--- src/rtl/sersub_pkg.sv ---
// Shared types and constants for the serial nibble subtractor.
package sersub_pkg;

  localparam int NIBBLE_W = 4;

  typedef enum logic [1:0] {
    IDLE = 2'd0,
    RUN  = 2'd1,
    DONE = 2'd2
  } sersub_state_t;

  // Width of the nibble index register for a given slice count.
  function automatic int idx_w(input int nibbles);
    return $clog2(nibbles);
  endfunction

endpackage

--- src/rtl/nibble_sub_cell.sv ---
// Combinational 4-bit subtractor slice: {bout, d} = a - b - bin.
module nibble_sub_cell
  import sersub_pkg::*;
(
  input  logic [NIBBLE_W-1:0] a,
  input  logic [NIBBLE_W-1:0] b,
  input  logic                bin,
  output logic [NIBBLE_W-1:0] d,
  output logic                bout
);

  logic [NIBBLE_W:0] res_s;

  // A 5-bit subtract; the top bit wraps to 1 exactly when a borrow is needed.
  always_comb begin
    res_s = {1'b0, a} - {1'b0, b} - {{NIBBLE_W{1'b0}}, bin};
  end

  assign d    = res_s[NIBBLE_W-1:0];
  assign bout = res_s[NIBBLE_W];

endmodule

--- src/rtl/serial_nibble_subtractor.sv ---
// Serial multi-word subtractor: diff = (a - b - bin) mod 2^W, one nibble per
// cycle, with valid/ready handshakes on both sides.
// Optional feature: define SERSUB_OVF_EN to add the signed-overflow output ovf.
module serial_nibble_subtractor
  import sersub_pkg::*;
#(
  parameter int NIBBLES = 4
) (
  input  logic                       clk,
  input  logic                       rst_n,
  input  logic                       in_valid,
  output logic                       in_ready,
  input  logic [NIBBLE_W*NIBBLES-1:0] a,
  input  logic [NIBBLE_W*NIBBLES-1:0] b,
  input  logic                       bin,
  output logic                       out_valid,
  input  logic                       out_ready,
  output logic [NIBBLE_W*NIBBLES-1:0] diff,
  output logic                       bout
`ifdef SERSUB_OVF_EN
  ,
  output logic                       ovf
`endif
);

  localparam int W     = NIBBLE_W * NIBBLES;
  localparam int IDX_W = idx_w(NIBBLES);
  localparam logic [IDX_W-1:0] LAST_IDX = IDX_W'(NIBBLES - 1);

  sersub_state_t       state_r;
  logic [W-1:0]        a_r;
  logic [W-1:0]        b_r;
  logic                borrow_r;
  logic [IDX_W-1:0]    idx_r;
  logic [W-1:0]        diff_r;
  logic                bout_r;
  logic [NIBBLE_W-1:0] d_s;
  logic                bnext_s;
`ifdef SERSUB_OVF_EN
  logic                ovf_r;
`endif

  // Operand registers shift right each RUN cycle, so the cell always sees nibble i.
  nibble_sub_cell u_cell (
    .a    (a_r[NIBBLE_W-1:0]),
    .b    (b_r[NIBBLE_W-1:0]),
    .bin  (borrow_r),
    .d    (d_s),
    .bout (bnext_s)
  );

  // FSM, operand/index registers and result registers.
  always_ff @(posedge clk) begin
    if (!rst_n) begin
      state_r  <= IDLE;
      a_r      <= {W{1'b0}};
      b_r      <= {W{1'b0}};
      borrow_r <= 1'b0;
      idx_r    <= {IDX_W{1'b0}};
      diff_r   <= {W{1'b0}};
      bout_r   <= 1'b0;
`ifdef SERSUB_OVF_EN
      ovf_r    <= 1'b0;
`endif
    end else begin
      case (state_r)
        IDLE: begin
          if (in_valid) begin
            a_r      <= a;
            b_r      <= b;
            borrow_r <= bin;
            idx_r    <= {IDX_W{1'b0}};
            state_r  <= RUN;
          end else begin
            state_r  <= IDLE;
          end
        end
        RUN: begin
          diff_r[int'(idx_r)*NIBBLE_W +: NIBBLE_W] <= d_s;
          borrow_r <= bnext_s;
          a_r      <= a_r >> NIBBLE_W;
          b_r      <= b_r >> NIBBLE_W;
          if (idx_r == LAST_IDX) begin
            bout_r  <= bnext_s;
`ifdef SERSUB_OVF_EN
            // On the last slice the low nibble of the shifted operands holds the MSBs.
            ovf_r   <= (a_r[NIBBLE_W-1] ^ b_r[NIBBLE_W-1]) &
                       (a_r[NIBBLE_W-1] ^ d_s[NIBBLE_W-1]);
`endif
            state_r <= DONE;
          end else begin
            idx_r   <= idx_r + {{(IDX_W-1){1'b0}}, 1'b1};
          end
        end
        DONE: begin
          if (out_ready) begin
            state_r <= IDLE;
          end else begin
            state_r <= DONE;
          end
        end
        default: begin
          state_r <= IDLE;
        end
      endcase
    end
  end

  assign in_ready  = (state_r == IDLE);
  assign out_valid = (state_r == DONE);
  assign diff      = diff_r;
  assign bout      = bout_r;
`ifdef SERSUB_OVF_EN
  assign ovf       = ovf_r;
`endif

endmodule

--- config.mk ---
export PLATFORM = sky130hd
export DESIGN_NAME = serial_nibble_subtractor
export DESIGN_NICKNAME = d
export VERILOG_FILES = /design/src/rtl/sersub_pkg.sv /design/src/rtl/nibble_sub_cell.sv /design/src/rtl/serial_nibble_subtractor.sv
export SDC_FILE = /design/constraint.sdc
export NUM_CORES = 1
export LEC_CHECK = 0
export CAP_MARGIN = 20
export CORE_MARGIN = 4
export CORE_UTILIZATION = 54
export CTS_CLUSTER_DIAMETER = 150
export DETAILED_ROUTE_END_ITERATION = 6
export GPL_TIMING_DRIVEN = 1
export PLACE_DENSITY = 0.94
export SLEW_MARGIN = 20
export SYNTH_ARGS = -nofsm -noshare
export SYNTH_HDL_FRONTEND = slang
export SYNTH_SLANG_ARGS = --single-unit
export TNS_END_PERCENT = 50
--- constraint.sdc ---
create_clock -name clk -period 4.7 [get_ports clk]
set_input_delay 0.94 -clock clk [delete_from_list [all_inputs] [get_ports clk]]
set_output_delay 0.94 -clock clk [all_outputs]
set_load 0.01 [all_outputs]
# [Yosys cells after proc, flatten, opt, wreduce, memory -nomap -nowiden]
# Cells that the tools add are included.
[classes] n_mul=0 muxes=14 n_div=0 n_bitwise=0 add_sub_neg=4 n_shift=2 reduce_logical=5 eq_ne=6 n_lt_le_gt_ge=0
[ops] op="$pmux W16 S2" count=2
[ops] op="$neg A4 Y33" count=1
[ops] op="$shift A4 B33 Y16 const A" count=1
[ops] op="$shiftx A4 B33 Y16" count=1
[ops] op="$mux W16" count=2
[ops] op="$bwmux W16" count=1
[ops] op="$mux W2" count=4
[ops] op="$ne A2 B2 Y1 const B" count=3
[ops] op="$pmux W2 S3" count=1
[ops] op="$sub A4 B4 Y5" count=1
[ops] op="$sub A5 B1 Y5" count=1
[ops] op="$eq A2 B2 Y1 const B" count=2
[ops] op="$pmux W2 S2" count=1
[ops] op="$reduce_and A2 Y1" count=2
[ops] op="$reduce_and A3 Y1" count=1
[ops] op="$add A2 B1 Y2 const B" count=1
[ops] op="$eq A2 B1 Y1 const B" count=1
[ops] op="$logic_not A2 Y1" count=1
[ops] op="$mux W1" count=2
[ops] op="$pmux W1 S2" count=1
[ops] op="$reduce_bool A2 Y1" count=1
[totals] output_inout_bits=19 ram_bits=0 mem_count=0 elab_cells=38 ff_bits=54 romBits=0 latchBits=0

# [Logic depth before layout (Yosys ltp)]
[logic_depth] word_depth=4 depth_mapped=10 mapped_depth_nobuf=10

# [Modules after synthesis]
# A second synthesis with hierarchy kept.
[hier_totals] hier_cells=288 hier_area_um2=2728.9
[by_module_without_submodules] mod="serial_nibble_subtractor" area_each_um2=2521.2 seq_area_each_um2=1081.0 cells_each=264 instances=1
[by_module_without_submodules] mod="nibble_sub_cell" area_each_um2=207.7 seq_area_each_um2=0.0 cells_each=24 instances=1

# [Worst setup path after synthesis]
# OpenSTA, ideal clock, no wires.
[synth_timing] path_kind="reg2reg" start="register b_r[0]" end="register borrow_r" setup_time_ps=135 period_less_slack_ps=2469 required_ps=4565 path_buffers=0 setup_slack_ps=2231 arrival_ps=2334 path_stages_with_launch=11 cell_sequence="dfxtp_1 inv_1 fa_1 inv_1 ha_1 or2_2 fa_1 nand2b_1 a21oi_1 xnor2_1 o221ai_1"
[synth_between] elab_chain_len=3
[synth_lines] item="start: declaration" line_no="serial_nibble_subtractor.sv:32" text="logic [W-1:0] b_r;"
[synth_lines] item="start signal: assignment" line_no="serial_nibble_subtractor.sv:57" text="b_r <= {W{1'b0}};"
[synth_lines] item="start signal: assignment" line_no="serial_nibble_subtractor.sv:82" text="b_r <= b_r >> NIBBLE_W;"
[synth_lines] item="$sub A4 B4 Y5" line_no="nibble_sub_cell.sv:16" text="res_s = {1'b0, a} - {1'b0, b} - {{NIBBLE_W{1'b0}}, bin};"
[synth_lines] item="$sub A5 B1 Y5" line_no="nibble_sub_cell.sv:16"
[synth_lines] item="$pmux W1 S2" line_no="serial_nibble_subtractor.sv:66" text="case (state_r)"
[synth_lines] item="end signal: assignment" line_no="serial_nibble_subtractor.sv:71" text="borrow_r <= bin;"
[synth_lines] item="end signal: assignment" line_no="serial_nibble_subtractor.sv:80" text="borrow_r <= bnext_s;"
[synth_lines] item="end: declaration" line_no="serial_nibble_subtractor.sv:33" text="logic borrow_r;"
# No other way between the ends.
# A chain may end at the register's enable or synchronous reset.

# [Worst setup path after layout]
[layout_timing] start="register state_r[0]" end="output in_ready"
[layout_between] elab_chain_len=1
[layout_lines] item="start: declaration" line_no="serial_nibble_subtractor.sv:30" text="sersub_state_t state_r;"
[layout_lines] item="start signal: assignment" line_no="serial_nibble_subtractor.sv:55" text="state_r <= IDLE;"
[layout_lines] item="start signal: assignment" line_no="serial_nibble_subtractor.sv:73" text="state_r <= RUN;"
[layout_lines] item="start signal: assignment" line_no="serial_nibble_subtractor.sv:75" text="state_r <= IDLE;"
[layout_lines] item="$logic_not A2 Y1" line_no="serial_nibble_subtractor.sv:109" text="assign in_ready = (state_r == IDLE);"
[layout_lines] item="end: declaration" line_no="serial_nibble_subtractor.sv:12" text="output logic in_ready,"
# No other way between the ends.

==> impl_metrics.csv <==
group,metric,value,unit
outcome,status,"finished clean",
power,ir_drop,0.187,mV
grt,grt_overflow,0,
grt,antenna_found_initial,0,
clocking,clk_path_buf_depth,2,
setup_path,path_cells,"buf_4 > nor2_1 > clkdlybuf4s50_1",
clocking,cts_tree,"built",
placed_design,place_congestion,0.838,
clocking,cts-root-buf,"clkbuf_8",
grt,grt_use_total,22.2,%
sta,relSlewSlack,40.9,%
drt,via_per_inst,5.65,
drt,vias,2529,
synth,synth_top_area_share,39.7,%
power,total_power,995,uW
sta,final.period_utilization,58.6,%
setup_path,reg2reg_slack,1950,ps
drt,drc_errors,0,
setup_path,crit_buf_inv,2,
drt,wire_per_inst,15.0,um
sta,worstMarginPinSlew,884,ps
cells_and_area,fin_area,3350,um2
floorplanning,io_pins,56,
cells_and_area,nets,431,
sta,totalNegativeSetupSlack,0,ps
setup_path,worstSetupPathDepth,3,
placed_design,port_buffers,55,
setup_path,r2r_start,"b_r[0]$_SDFFE_PN0P_",
drt,firstDrtPassIters,4,
drt,routed_wl,6710,um
synth,synth_cells,337,
clocking,cts_resized,0,
synth,ys_seq_area_share,39.7,%
placed_design,hpwl,4690,um
sta,clock_skew,4.47,ps
grt,grt_pass1_vias,2555,
cells_and_area,drive_gt1_share,4.20,%
power,p_leak,0.00126,uW
power,power_density,297,nW/um2
drt,ant_nets,0,
floorplanning,start_util,56.5,%
setup_path,critPathMaxFanout,14,
clocking,cts_buffers,5,
clocking,cts_hold_buf,0,
synth,avgSynthCellArea,8.08,um2
grt,grt_pass1_wl,11400,um
synth,synth_common_cells,"dfxtp_1, o21ai_0, nand2_1",
floorplanning,die_w,79.0,um
clocking,h-tree-depth,2,
clocking,path_clk_slew,90,ps
synth,ys_seq_elements,54,
synth,synth_edf_count,0,
synth,synth.most_common_cell,"dfxtp_1",
floorplanning,die-area,6240,um2
setup_path,cp_slowest_cell,"dfxtp_1",
cells_and_area,syn2layout_area_growth,23.2,%
sta,rsz0062_at_grt,"false",
clocking,clk_latency,300,ps
sta,fmax,363,MHz
synth,syn_nets,388,
setup_path,cp-end-kind,"output pin",
flow_run,drv_cap,0,
sta,hold_viol,0,
floorplanning,core-area,4820,um2
setup_path,startpoint_type,"register",
min_path,hp-start,"diff[7]$_SDFFE_PN0P_",
setup_path,critPathKind,"register to output pin",
min_path,whs_endpoint,"diff[7]$_SDFFE_PN0P_",
min_path,min_path_cells,2,
synth,yosysTopAreaCell,"dfxtp_1",
synth,async_reset_ff_share,0,%
grt,grt_start_max_net_pins,34,
synth,synth_area,2720,um2
synth,synthDistinctLibCells,36,
drt,drtIter0Drc,252,
clocking,cts_setup_buffers,0,
synth,synthTopCellsByArea,"dfxtp_1, o21ai_0, a21oi_1",
synth,synth-main-ff-cell,"dfxtp_1",
floorplanning,dieHeight,79.0,um
setup_path,r2r_end,"borrow_r$_SDFFE_PN0P_",
cells_and_area,diodes,0,
synth,yosys_warnings,0,
setup_path,reg2reg_depth,10,
setup_path,slowest_delay,630,ps
sta,setup_viol,0,
min_path,hp-class,"register to register",
sta,post-route-min-period,2750,ps
floorplanning,rows,25,
setup_path,crit_family,"buffers and inverters",
setup_path,cp.arrival,1810,ps
setup_path,required,3760,ps
sta,slew_viol_final,0,
clocking,cts.sinks,54,
placed_design,post_dp_cell_area,3260,um2
## worst max-delay path by stage
stage | start | end | slack, ps
global route | b_r[0]$_SDFFE_PN0P_ | borrow_r$_SDFFE_PN0P_ | 1850
floorplan | b_r[0]$_SDFFE_PN0P_ | borrow_r$_SDFFE_PN0P_ | 2230
CTS | state_r[0]$_SDFFE_PN0P_ | in_ready | 1960
finish | state_r[0]$_SDFFE_PN0P_ | in_ready | 1950
detailed placement | rst_n | b_r[5]$_SDFFE_PN0P_ | 1940
global placement | rst_n | b_r[1]$_SDFFE_PN0P_ | 1990
## report_power, final
| part | total, uW | switching [uW] | internal [uW] |
|---|---|---|---|
| sequential | 509 | 22.4 | 486 |
| clock | 265 | 146 | 119 |
| combinational | 221 | 120 | 101 |
## final cells by class
type	count	area (um2)
repair buffers	59	581
flip-flops and latches	54	1080
fillers	387	1460
well taps	67	83.8
multi-input cells	248	1470
inverters	12	45.0
clock inverters	1	5.00
clock buffers	7	86.3
## cell usage in the layout (no fill, tap or decap), types with 2 or more instances in the layout
| cell | Yosys | routed |
|---|---|---|
| buf_4 | 6 | 4 |
| a21oi_1 | 32 | 32 |
| clkdlybuf4s50_1 | 0 | 55 |
| nor2_1 | 29 | 29 |
| clkbuf_8 | 0 | 6 |
| xor2_1 | 2 | 2 |
| and4_1 | 2 | 2 |
| nand2_1 | 39 | 39 |
| fa_1 | 2 | 2 |
| o221ai_1 | 14 | 14 |
| inv_1 | 11 | 11 |
| ha_1 | 12 | 12 |
| nor3_1 | 2 | 2 |
| xnor2_1 | 2 | 2 |
| o21ai_0 | 44 | 44 |
| nand3_1 | 6 | 6 |
| a22oi_1 | 16 | 16 |
| o21ai_1 | 2 | 2 |
| nor2b_1 | 23 | 23 |
| and2_1 | 7 | 7 |
| nand2b_1 | 2 | 2 |
| dfxtp_1 | 54 | 54 |
## registers in the layout, indices dropped and copies added, names as in the netlist
signal and cells:
a_r 16, b_r 16, diff 16, idx_r 2, state_r 2, borrow_r 1, bout 1
## metrics by stage
stage	setup slack [ps]	util, %	hold slack [ps]	instances
floorplan	2230	-	453	337
finish	1950	69.6	488	448
detailed placement	1940	67.7	476	440
global route	1850	69.6	513	448
CTS	1960	69.6	489	448
global placement	1990	67.7	461	440
## routing by layer
layer | GRT usage, % | part of all wire (%) | routed length (um)
met5 | 0 | 0 | 0
met4 | 10.5 | 2.4 | 160
met3 | 3.29 | 5.3 | 353
met2 | 36.9 | 48 | 3240
met1 | 28.4 | 44 | 2960
## worst register-to-register path: stages (launching register included)
cell,delay (ps)
dfxtp_1,360
inv_1,70
fa_1,550
inv_1,60
ha_1,180
or2_2,280
fa_1,400
nand2b_1,160
a21oi_1,180
xnor2_1,210
o221ai_1,170
## cell families (layout without fill, tap and decap cells)
family                   after synthesis  count (layout)  share of synthesized area [%]
flip-flops                            54              54                           39.7
AO/OA/AOI/OAI                        112             112                           24.5
adder cells (fa/ha/maj)               14              14                           6.99
XOR/XNOR                               4               4                           1.29
buffers and inverters                 35              79                           6.20
AND/OR/NAND/NOR                      118             118                           21.3
No activity file was read; power rests on OpenSTA's default activity.
